[config.mk]
export PLATFORM = sky130hd
export DESIGN_NAME = cpu_trace_buffer_flat
export DESIGN_NICKNAME = d
export VERILOG_FILES = /design/src/rtl/cpu_trace_buffer_if.sv /design/src/rtl/cpu_trace_buffer.sv /design/src/flat_wrapper.sv
export SDC_FILE = /design/constraint.sdc
export NUM_CORES = 2
export LEC_CHECK = 0
export ABC_CLOCK_PERIOD_IN_PS = 18000
export BUFFER_PORTS_ARGS = -buffer_cell sky130_fd_sc_hd__buf_4
export CAP_MARGIN = 20
export CORE_MARGIN = 1
export CORE_UTILIZATION = 50
export CTS_BUF_LIST = sky130_fd_sc_hd__clkbuf_4
export CTS_CLUSTER_SIZE = 14
export DETAILED_ROUTE_END_ITERATION = 12
export GPL_TIMING_DRIVEN = 0
export PLACE_DENSITY = 0.67
export SETUP_SLACK_MARGIN = 0.4
export SYNTH_ARGS = -nofsm -noshare
export SYNTH_HDL_FRONTEND = slang
export SYNTH_SLANG_ARGS = --single-unit
[constraint.sdc]
create_clock -name clk -period 18 [get_ports clk]
set_input_delay 5.4 -clock clk [delete_from_list [all_inputs] [get_ports clk]]
set_output_delay 5.4 -clock clk [all_outputs]
set_load 0.1 [all_outputs]
[src/rtl/cpu_trace_buffer_if.sv]
// Bundle of the trace buffer's control, capture and readout signals.
// master = debug controller side, slave = trace buffer side.
interface cpu_trace_buffer_if #(
    parameter int unsigned W     = 32,
    parameter int unsigned CH    = 4,
    parameter int unsigned DEPTH = 16
);
    localparam int unsigned AW = $clog2(DEPTH);

    logic              arm;
    logic              mode;
    logic [AW-1:0]     post_cnt;
    logic [W-1:0]      trig_val;
    logic [W-1:0]      trig_mask;
    logic              smp_en;
    logic [CH*W-1:0]   smp_data;
    logic              rd_en;
    logic [CH*W-1:0]   rd_data;
    logic              rd_valid;
    logic              rd_empty;
    logic [AW:0]       level;
    logic              busy;
    logic              done;
    logic              trig_hit;

    modport master (
        output arm, mode, post_cnt, trig_val, trig_mask, smp_en, smp_data, rd_en,
        input  rd_data, rd_valid, rd_empty, level, busy, done, trig_hit
    );

    modport slave (
        input  arm, mode, post_cnt, trig_val, trig_mask, smp_en, smp_data, rd_en,
        output rd_data, rd_valid, rd_empty, level, busy, done, trig_hit
    );
endinterface

[src/rtl/cpu_trace_buffer.sv]
// Circular trace capture of CH x W-bit samples with masked trigger, post-trigger
// count or fill-once mode, and destructive oldest-first readout.
module cpu_trace_buffer #(
    parameter int unsigned W     = 32,
    parameter int unsigned CH    = 4,
    parameter int unsigned DEPTH = 16
) (
    input  logic              clk,
    input  logic              rst,
    cpu_trace_buffer_if.slave bus
);
    localparam int unsigned AW = $clog2(DEPTH);
    localparam logic [AW:0] LvlFull = (AW + 1)'(DEPTH);

    typedef enum logic [1:0] {StIdle, StArmed, StPost, StDone} state_e;

    state_e            state_q, state_d;
    logic [AW-1:0]     wr_ptr_q, wr_ptr_d;
    logic [AW-1:0]     rd_ptr_q, rd_ptr_d;
    logic [AW:0]       level_q, level_d;
    logic [AW-1:0]     remaining_q, remaining_d;
    logic [AW-1:0]     post_cnt_q, post_cnt_d;
    logic              mode_q, mode_d;
    logic              trig_hit_q, trig_hit_d;
    logic [CH*W-1:0]   rd_data_q, rd_data_d;
    logic              rd_valid_q, rd_valid_d;
    logic              busy_q, busy_d;
    logic              done_q, done_d;
    logic              rd_empty_q, rd_empty_d;
    logic              mem_we;
    logic              trig_match;
    logic [CH*W-1:0]   mem [DEPTH];

    assign trig_match = ((bus.smp_data[W-1:0] ^ bus.trig_val) & bus.trig_mask) == '0;

    always_comb begin
        state_d     = state_q;
        wr_ptr_d    = wr_ptr_q;
        rd_ptr_d    = rd_ptr_q;
        level_d     = level_q;
        remaining_d = remaining_q;
        post_cnt_d  = post_cnt_q;
        mode_d      = mode_q;
        trig_hit_d  = trig_hit_q;
        rd_data_d   = rd_data_q;
        rd_valid_d  = 1'b0;
        mem_we      = 1'b0;

        if (bus.arm) begin
            wr_ptr_d    = '0;
            level_d     = '0;
            trig_hit_d  = 1'b0;
            mode_d      = bus.mode;
            post_cnt_d  = bus.post_cnt;
            remaining_d = '0;
            state_d     = StArmed;
        end else begin
            case (state_q)
                StArmed, StPost: begin
                    if (bus.smp_en) begin
                        mem_we   = 1'b1;
                        wr_ptr_d = wr_ptr_q + 1'b1;
                        // Once full, level saturates and the oldest entry is overwritten.
                        if (level_q != LvlFull) level_d = level_q + 1'b1;
                        if (state_q == StArmed) begin
                            if (!mode_q && trig_match) begin
                                trig_hit_d = 1'b1;
                                if (post_cnt_q == '0) begin
                                    state_d = StDone;
                                end else begin
                                    state_d     = StPost;
                                    remaining_d = post_cnt_q;
                                end
                            end else if (mode_q && level_d == LvlFull) begin
                                state_d = StDone;
                            end
                        end else begin
                            remaining_d = remaining_q - 1'b1;
                            if (remaining_d == '0) state_d = StDone;
                        end
                    end
                end
                StDone: begin
                    if (bus.rd_en && level_q != '0) begin
                        rd_data_d  = mem[rd_ptr_q];
                        rd_valid_d = 1'b1;
                        rd_ptr_d   = rd_ptr_q + 1'b1;
                        level_d    = level_q - 1'b1;
                    end
                end
                default: ;
            endcase
        end

        // Point the reader at the oldest surviving entry; a full level wraps to wr_ptr.
        if (state_q != StDone && state_d == StDone) begin
            rd_ptr_d = wr_ptr_d - level_d[AW-1:0];
        end

        busy_d     = (state_d == StArmed) || (state_d == StPost);
        done_d     = (state_d == StDone);
        rd_empty_d = ((state_d == StIdle) || (state_d == StDone)) && (level_d == '0);
    end

    always_ff @(posedge clk) begin
        if (rst) begin
            state_q     <= StIdle;
            wr_ptr_q    <= '0;
            rd_ptr_q    <= '0;
            level_q     <= '0;
            remaining_q <= '0;
            post_cnt_q  <= '0;
            mode_q      <= 1'b0;
            trig_hit_q  <= 1'b0;
            rd_data_q   <= '0;
            rd_valid_q  <= 1'b0;
            busy_q      <= 1'b0;
            done_q      <= 1'b0;
            rd_empty_q  <= 1'b1;
        end else begin
            state_q     <= state_d;
            wr_ptr_q    <= wr_ptr_d;
            rd_ptr_q    <= rd_ptr_d;
            level_q     <= level_d;
            remaining_q <= remaining_d;
            post_cnt_q  <= post_cnt_d;
            mode_q      <= mode_d;
            trig_hit_q  <= trig_hit_d;
            rd_data_q   <= rd_data_d;
            rd_valid_q  <= rd_valid_d;
            busy_q      <= busy_d;
            done_q      <= done_d;
            rd_empty_q  <= rd_empty_d;
        end
    end

    always_ff @(posedge clk) begin
        if (mem_we && !rst) mem[wr_ptr_q] <= bus.smp_data;
    end

    assign bus.rd_data  = rd_data_q;
    assign bus.rd_valid = rd_valid_q;
    assign bus.rd_empty = rd_empty_q;
    assign bus.level    = level_q;
    assign bus.busy     = busy_q;
    assign bus.done     = done_q;
    assign bus.trig_hit = trig_hit_q;
endmodule

[src/flat_wrapper.sv]
// flat-port wrapper written by rule: the top's interface ports become plain ports
module cpu_trace_buffer_flat 
#(
    parameter int unsigned W     = 32,
    parameter int unsigned CH    = 4,
    parameter int unsigned DEPTH = 16
)
  (clk, rst, bus_arm, bus_mode, bus_post_cnt, bus_trig_val, bus_trig_mask, bus_smp_en, bus_smp_data, bus_rd_en, bus_rd_data, bus_rd_valid, bus_rd_empty, bus_level, bus_busy, bus_done, bus_trig_hit);
  cpu_trace_buffer_if #(.W(W), .CH(CH), .DEPTH(DEPTH)) bus_i ();
  input  logic clk;
  input  logic rst;
  input wire logic [$bits(bus_i.arm)-1:0] bus_arm;
  input wire logic [$bits(bus_i.mode)-1:0] bus_mode;
  input wire logic [$bits(bus_i.post_cnt)-1:0] bus_post_cnt;
  input wire logic [$bits(bus_i.trig_val)-1:0] bus_trig_val;
  input wire logic [$bits(bus_i.trig_mask)-1:0] bus_trig_mask;
  input wire logic [$bits(bus_i.smp_en)-1:0] bus_smp_en;
  input wire logic [$bits(bus_i.smp_data)-1:0] bus_smp_data;
  input wire logic [$bits(bus_i.rd_en)-1:0] bus_rd_en;
  output wire logic [$bits(bus_i.rd_data)-1:0] bus_rd_data;
  output wire logic [$bits(bus_i.rd_valid)-1:0] bus_rd_valid;
  output wire logic [$bits(bus_i.rd_empty)-1:0] bus_rd_empty;
  output wire logic [$bits(bus_i.level)-1:0] bus_level;
  output wire logic [$bits(bus_i.busy)-1:0] bus_busy;
  output wire logic [$bits(bus_i.done)-1:0] bus_done;
  output wire logic [$bits(bus_i.trig_hit)-1:0] bus_trig_hit;
  assign bus_i.arm = bus_arm;
  assign bus_i.mode = bus_mode;
  assign bus_i.post_cnt = bus_post_cnt;
  assign bus_i.trig_val = bus_trig_val;
  assign bus_i.trig_mask = bus_trig_mask;
  assign bus_i.smp_en = bus_smp_en;
  assign bus_i.smp_data = bus_smp_data;
  assign bus_i.rd_en = bus_rd_en;
  assign bus_rd_data = bus_i.rd_data;
  assign bus_rd_valid = bus_i.rd_valid;
  assign bus_rd_empty = bus_i.rd_empty;
  assign bus_level = bus_i.level;
  assign bus_busy = bus_i.busy;
  assign bus_done = bus_i.done;
  assign bus_trig_hit = bus_i.trig_hit;
  cpu_trace_buffer #(.W(W), .CH(CH), .DEPTH(DEPTH)) u_core (.clk(clk), .rst(rst), .bus(bus_i));
endmodule
Word level (Yosys, flattened, before mapping)
Memory sizes are Yosys's and may differ from the RTL's. A register that Yosys moved wholly into a read port is not among the register bits.
Index checks and enable logic that the tools add are counted.
{ "totals": {"register_bits": 29, "mem_bits_rw": 2048, "wordCells": 92, "n_memories": 1} }
{ "classes": {"n_addsub": 6, "n_eq_ne": 12, "n_mux": 32, "bitwise": 4, "n_reduce_logical": 25} }
{ "memory_table": {"columns": ["name", "depth", "width", "read_ports", "rd_ports_with_merged_regs", "write_ports", "line_no", "text"], "rows": [
  ["u_core.mem", 16, 128, 1, 1, 1, "cpu_trace_buffer.sv:32", "logic [CH*W-1:0] mem [DEPTH];"]
]} }
{ "ops": {"columns": ["cell", "n"], "rows": [
  ["$mux 4", 10],
  ["$mux 5", 7],
  ["$and 32x32->32", 1],
  ["$logic_not 32->1", 1],
  ["$xor 32x32->32", 1],
  ["$mux 2", 7],
  ["$pmux 5 s2", 1],
  ["$add 4x1->4 const B", 2],
  ["$eq 2x2->1 const B", 4],
  ["$logic_not 4->1", 2],
  ["$reduce_and 4->1", 2],
  ["$mux 1", 7],
  ["$logic_and 1x1->1", 6],
  ["$ne 2x2->1 const B", 3],
  ["$reduce_and 3->1", 2],
  ["$add 5x1->5 const B", 1],
  ["$eq 5x5->1 const B", 1],
  ["$logic_not 5->1", 1],
  ["$ne 5x5->1 const B", 1],
  ["$reduce_bool 5->1", 1],
  ["$sub 5x1->5 const B", 1],
  ["$eq 2x1->1 const B", 2],
  ["$reduce_bool 2->1", 2],
  ["$reduce_or 2->1", 2],
  ["other kinds (8)", 11]
]} }

Longest topological paths before layout
{ "logic_depth": {"ltp_word": 17, "ltp_mapped": 16, "mapped_depth_nobuf": 15} }

Least setup slack after synthesis
OpenSTA, ideal clock, no wires.
{ "synth_timing": {"path_kind": "input port to flip-flop", "startpoint": "input rst", "endpoint": "memory u_core.mem[0][0] (netlist bit) (enable)", "setup_time_ns": 0.617, "arrival_ns": 11.467, "required_time_ns": 17.383, "setup_slack_ns": 5.916, "cell_stages": 5, "path_cell_list": "clkbuf_1 > inv_1 > nand2_1 > or3_1 > nor2_1"} }
{ "synth_between": {"elab_chain_len": 4} }
{ "synth_rtl": {"columns": ["element", "line_no", "text"], "rows": [
  ["start: declaration", "flat_wrapper.sv:11", "input logic rst;"],
  ["$logic_not 1->1", "cpu_trace_buffer.sv:138", "if (mem_we && !rst) mem[wr_ptr_q] <= bus.smp_data;"],
  ["$logic_and 1x1->1", "cpu_trace_buffer.sv:138", null],
  ["$mux 1", "cpu_trace_buffer.sv:138", null],
  ["$mux 1 (not written as such)", "cpu_trace_buffer.sv:138", null],
  ["end: declaration", "cpu_trace_buffer.sv:32", null]
]} }
Every way passes these cells.

Worst setup path after layout
{ "layout_timing": {"startpoint": "input bus_smp_data[26]", "endpoint": "register u_core.rd_ptr_q[3]"} }
{ "layout_between": {"elab_chain_len": 13, "elab_cells_between_ends": 16, "classes_between": "eq/ne: 2; mux: 6; bitwise: 2; reduce/logical: 6"} }
{ "layout_rtl": {"columns": ["element", "line_no", "text"], "rows": [
  ["start: declaration", "flat_wrapper.sv:18", "input wire logic [$bits(bus_i.smp_data)-1:0] bus_smp_data;"],
  ["$xor 32x32->32 *", "cpu_trace_buffer.sv:34", "assign trig_match = ((bus.smp_data[W-1:0] ^ bus.trig_val) & bus.trig_mask) == '0;"],
  ["$and 32x32->32 *", "cpu_trace_buffer.sv:34", null],
  ["$logic_not 32->1 *", "cpu_trace_buffer.sv:34", null],
  ["$logic_and 1x1->1 *", "cpu_trace_buffer.sv:66", "if (!mode_q && trig_match) begin"],
  ["$mux 2 *", "cpu_trace_buffer.sv:66", null],
  ["$mux 2 *", "cpu_trace_buffer.sv:65", "if (state_q == StArmed) begin"],
  ["$mux 2 *", "cpu_trace_buffer.sv:60", "if (bus.smp_en) begin"],
  ["$mux 2 *", "cpu_trace_buffer.sv:58", "case (state_q)"],
  ["$mux 2 *", "cpu_trace_buffer.sv:49", "if (bus.arm) begin"],
  ["via u_core.state_d[1]", "cpu_trace_buffer.sv:17", "state_e state_q, state_d;"],
  ["$eq 2x2->1 *", null, null],
  ["via u_core.done_d", "cpu_trace_buffer.sv:28", "logic done_q, done_d;"],
  ["$logic_and 1x1->1 *", "cpu_trace_buffer.sv:96", "if (state_q != StDone && state_d == StDone) begin"],
  ["$ne 2x1->1 (no source line) / $reduce_bool 2->1 (equally long branches)", null, null],
  ["$reduce_and 3->1 (no source line)", null, null],
  ["end signal: assignment", "cpu_trace_buffer.sv:123", "rd_ptr_q <= rd_ptr_d;"],
  ["end: declaration", "cpu_trace_buffer.sv:19", "logic [AW-1:0] rd_ptr_q, rd_ptr_d;"]
]} }
Mark *: on every way through the listed nets, which the timed path passes. The rest lies on a longest branch.
A chain may end at the register's enable or synchronous reset.

==> metrics <==
global-route wire length before repair 310 mm; Post-CTS Hold Fix Bufs 0; syn_area_per_cell 22.4 um^2; ratio of cells with drive above 1 in the final layout 40.9%; clk_lat worst skew 1.34 ns; Congestion Overflow GR 0; Startpoint Class input pin; final instance area 0.0987 mm^2; DRC violations left 0; total number of vias 43601; critical path class input pin to flip-flop; Mapped Nets 3959; Die X 411 um; post-CTS sizing 0; worst-path fanout max 17; clk buf depth 4; Final Hold Fails 0; drt wl/cell 29.7 um; Overall Global Routing Usage 26.1%; CTS tree yes; NumNets Final 4983; #FFs+latches synth 2205; vias in the first global route 45365; status completed; First-pass DRT Iterations 5; Critical Path AT 9.68 ns; synthesized area 0.0836 mm^2; Sink Count 2205; total routed wirelength 219 mm; final setup violation count 0; Syn-to-layout area delta 18.0%; # H-tree levels 6; Post-synth EDFFs 2048; main flop type after synthesis edfxtp_1; Sum Neg Setup Slack 0 ns; Setup crit start bus_smp_data[26]; placement row count 149; max cap viols 0; Max Clk Rate 0.117 GHz; RR Startpoint u_core.state_q[0]; RD Place Congestion 0.807; core area 0.166 mm^2; synthesis warning total 0; Period minus WS final 8.55 ns; Initial DRC Count 4620; PwrDens 102 mW/mm^2; clock root cell clkbuf_4; cells after synthesis 3739; hold path startpoint u_core.bus.rd_data[11]; ANT nets after route 0; input/output buffers 337; Final Cycle Share 47.5%; Slew @ Worst Pin 1.16 ns; Leakage 0.0316 uW; CP required 19.13 ns; post-DP HPWL 136 mm; skew final 0.0808 ns; min-delay worst type flip-flop to flip-flop; boundary pin count 340; Clock Pin Slew Worst Setup and Hold Paths 0.06 ns; CP Capture Type flip-flop; pin count of the biggest net entering global routing 23; vias per cell 5.92; WHS 0.456 ns; Final Max Tran Viols 0; unrepaired setup endpoints after global routing false; Async SR Flop Fraction 0%; count of cell types in the netlist 56; initial antenna violation count 30; Seq/Total Area, Yosys 77.3%; Total Power 10100 uW; area of the die 0.169 mm^2; Post-CTS Setup Bufs 0; Util after Layout 59.6%; Initial Util 50.5%; placed inst area 0.0915 mm^2; Relative slew margins 22.5%; CTS buffer count 566; peak supply drop 76.6 uV; die height 411 um
[cell usage in the layout (no fill, tap or decap), types with 71 or more instances in the layout]
cell      synthesis  final
a21oi_1         135    135
buf_12            0     84
buf_2            71     71
buf_4            17    354
clkbuf_1         82     81
clkbuf_4          0    870
dfxtp_1         157    157
edfxtp_1       2048   2048
mux4_2          633    633
nand2_1         266    266
[layer usage]
metal	part of all wire [%]	wire length (um)	vias up	track usage, %
met4	2.6	5610	32	9.03
met3	9.5	20800	335	6.52
met5	0.10	221	-	0
met1	39	85000	22857	35.0
met2	49	107000	2286	42.0
li1	-	-	18091	-
[flip-flops by register name (all words and copies together), names as in the netlist]
name                 flops
u_core.remaining_q       4
u_core.bus.rd_data     128
u_core.bus.level         5
u_core.mem            2048
u_core.rd_ptr_q          4
u_core.post_cnt_q        4
u_core.state_q           2
u_core.bus.trig_hit      1
u_core.bus.done          1
u_core.mode_q            1
u_core.bus.rd_empty      1
u_core.bus.busy          1
u_core.bus.rd_valid      1
u_core.wr_ptr_q          4
[cells by family (layout without fill, tap and decap cells)]
logic type / count (synthesis) / count (layout) / share of synthesized area [%]
fa+ha+maj: 18 / 18 / 0.278
buf+inv: 221 / 1647 / 1.25
mux: 651 / 651 / 17.3
other cells: 0 / 14 / 0
simple gates: 386 / 386 / 1.90
compound gates: 217 / 217 / 1.61
xor+xnor: 41 / 41 / 0.429
flops: 2205 / 2205 / 77.3
[path summary, 6_finish.rpt]
path / endpoint / slack (ns) / depth (start not counted)
max: u_core.rd_ptr_q[3] / 9.45 / 14
min: u_core.bus.rd_data[11] / 0.46 / 2
max reg2reg: u_core.rd_ptr_q[3] / 13.39 / 16
min reg2reg: u_core.bus.rd_data[11] / 0.46 / 2
[metrics by stage]
step	std cells	setup slack, ns
floorplan	3739	5.92
global placement	6265	-2.66
detailed placement	6380	8.10
CTS	7350	9.55
global route	7365	9.47
finish	7368	9.45
[final cells by class]
type	count	area, um^2
fillers	12006	66800
flip-flops and latches	2205	64600
multi-input cells	1313	18100
clock buffers	870	6530
repair buffers	456	5050
well taps	2189	2740
plain buffers	205	983
clock inverters	100	598
inverters	16	60.1
diodes	14	35.0
[power by group]
| group | total, uW | leakage [uW] | internal [uW] | switching, uW |
|---|---|---|---|---|
| logic | 239 | 0.00758 | 85.5 | 154 |
| registers | 5600 | 0.0197 | 5600 | 3.13 |
| clock network | 4250 | 0.00432 | 2300 | 1940 |
| total | 10100 | 0.0316 | 7990 | 2100 |
[critical path: stages]
cell       delay (ns)
buf_4            0.19
xor2_1           0.85
a22oi_1          0.17
nand4_1          0.44
nor2_1           0.25
and2_1           0.26
o311a_1          0.30
ha_1             0.22
nand2b_1         0.34
inv_1            0.14
o2111ai_1        0.11
a211o_1          0.16
nand3_1          0.07
a211oi_1         0.77
[synthesized netlist by cell type (all sizes together), types with 5 or more instances]
library cell | instances | area, um^2
ha | 17 | 213
a22oi | 16 | 120
o31ai | 5 | 37.5
xor2 | 36 | 315
nand3 | 16 | 80.1
buf | 123 | 674
nor2b | 11 | 68.8
a21oi | 135 | 676
clkbuf | 82 | 308
or3 | 5 | 31.3
nand2 | 266 | 998
inv | 16 | 60.1
dfxtp | 157 | 3140
mux4 | 633 | 14300
a211oi | 19 | 143
nor3 | 9 | 45.0
nand4 | 9 | 56.3
nor2 | 57 | 214
edfxtp | 2048 | 61500
o21ai | 7 | 35.0
xnor2 | 5 | 43.8
mux2i | 16 | 160
Power figures use the tool's default switching activity.
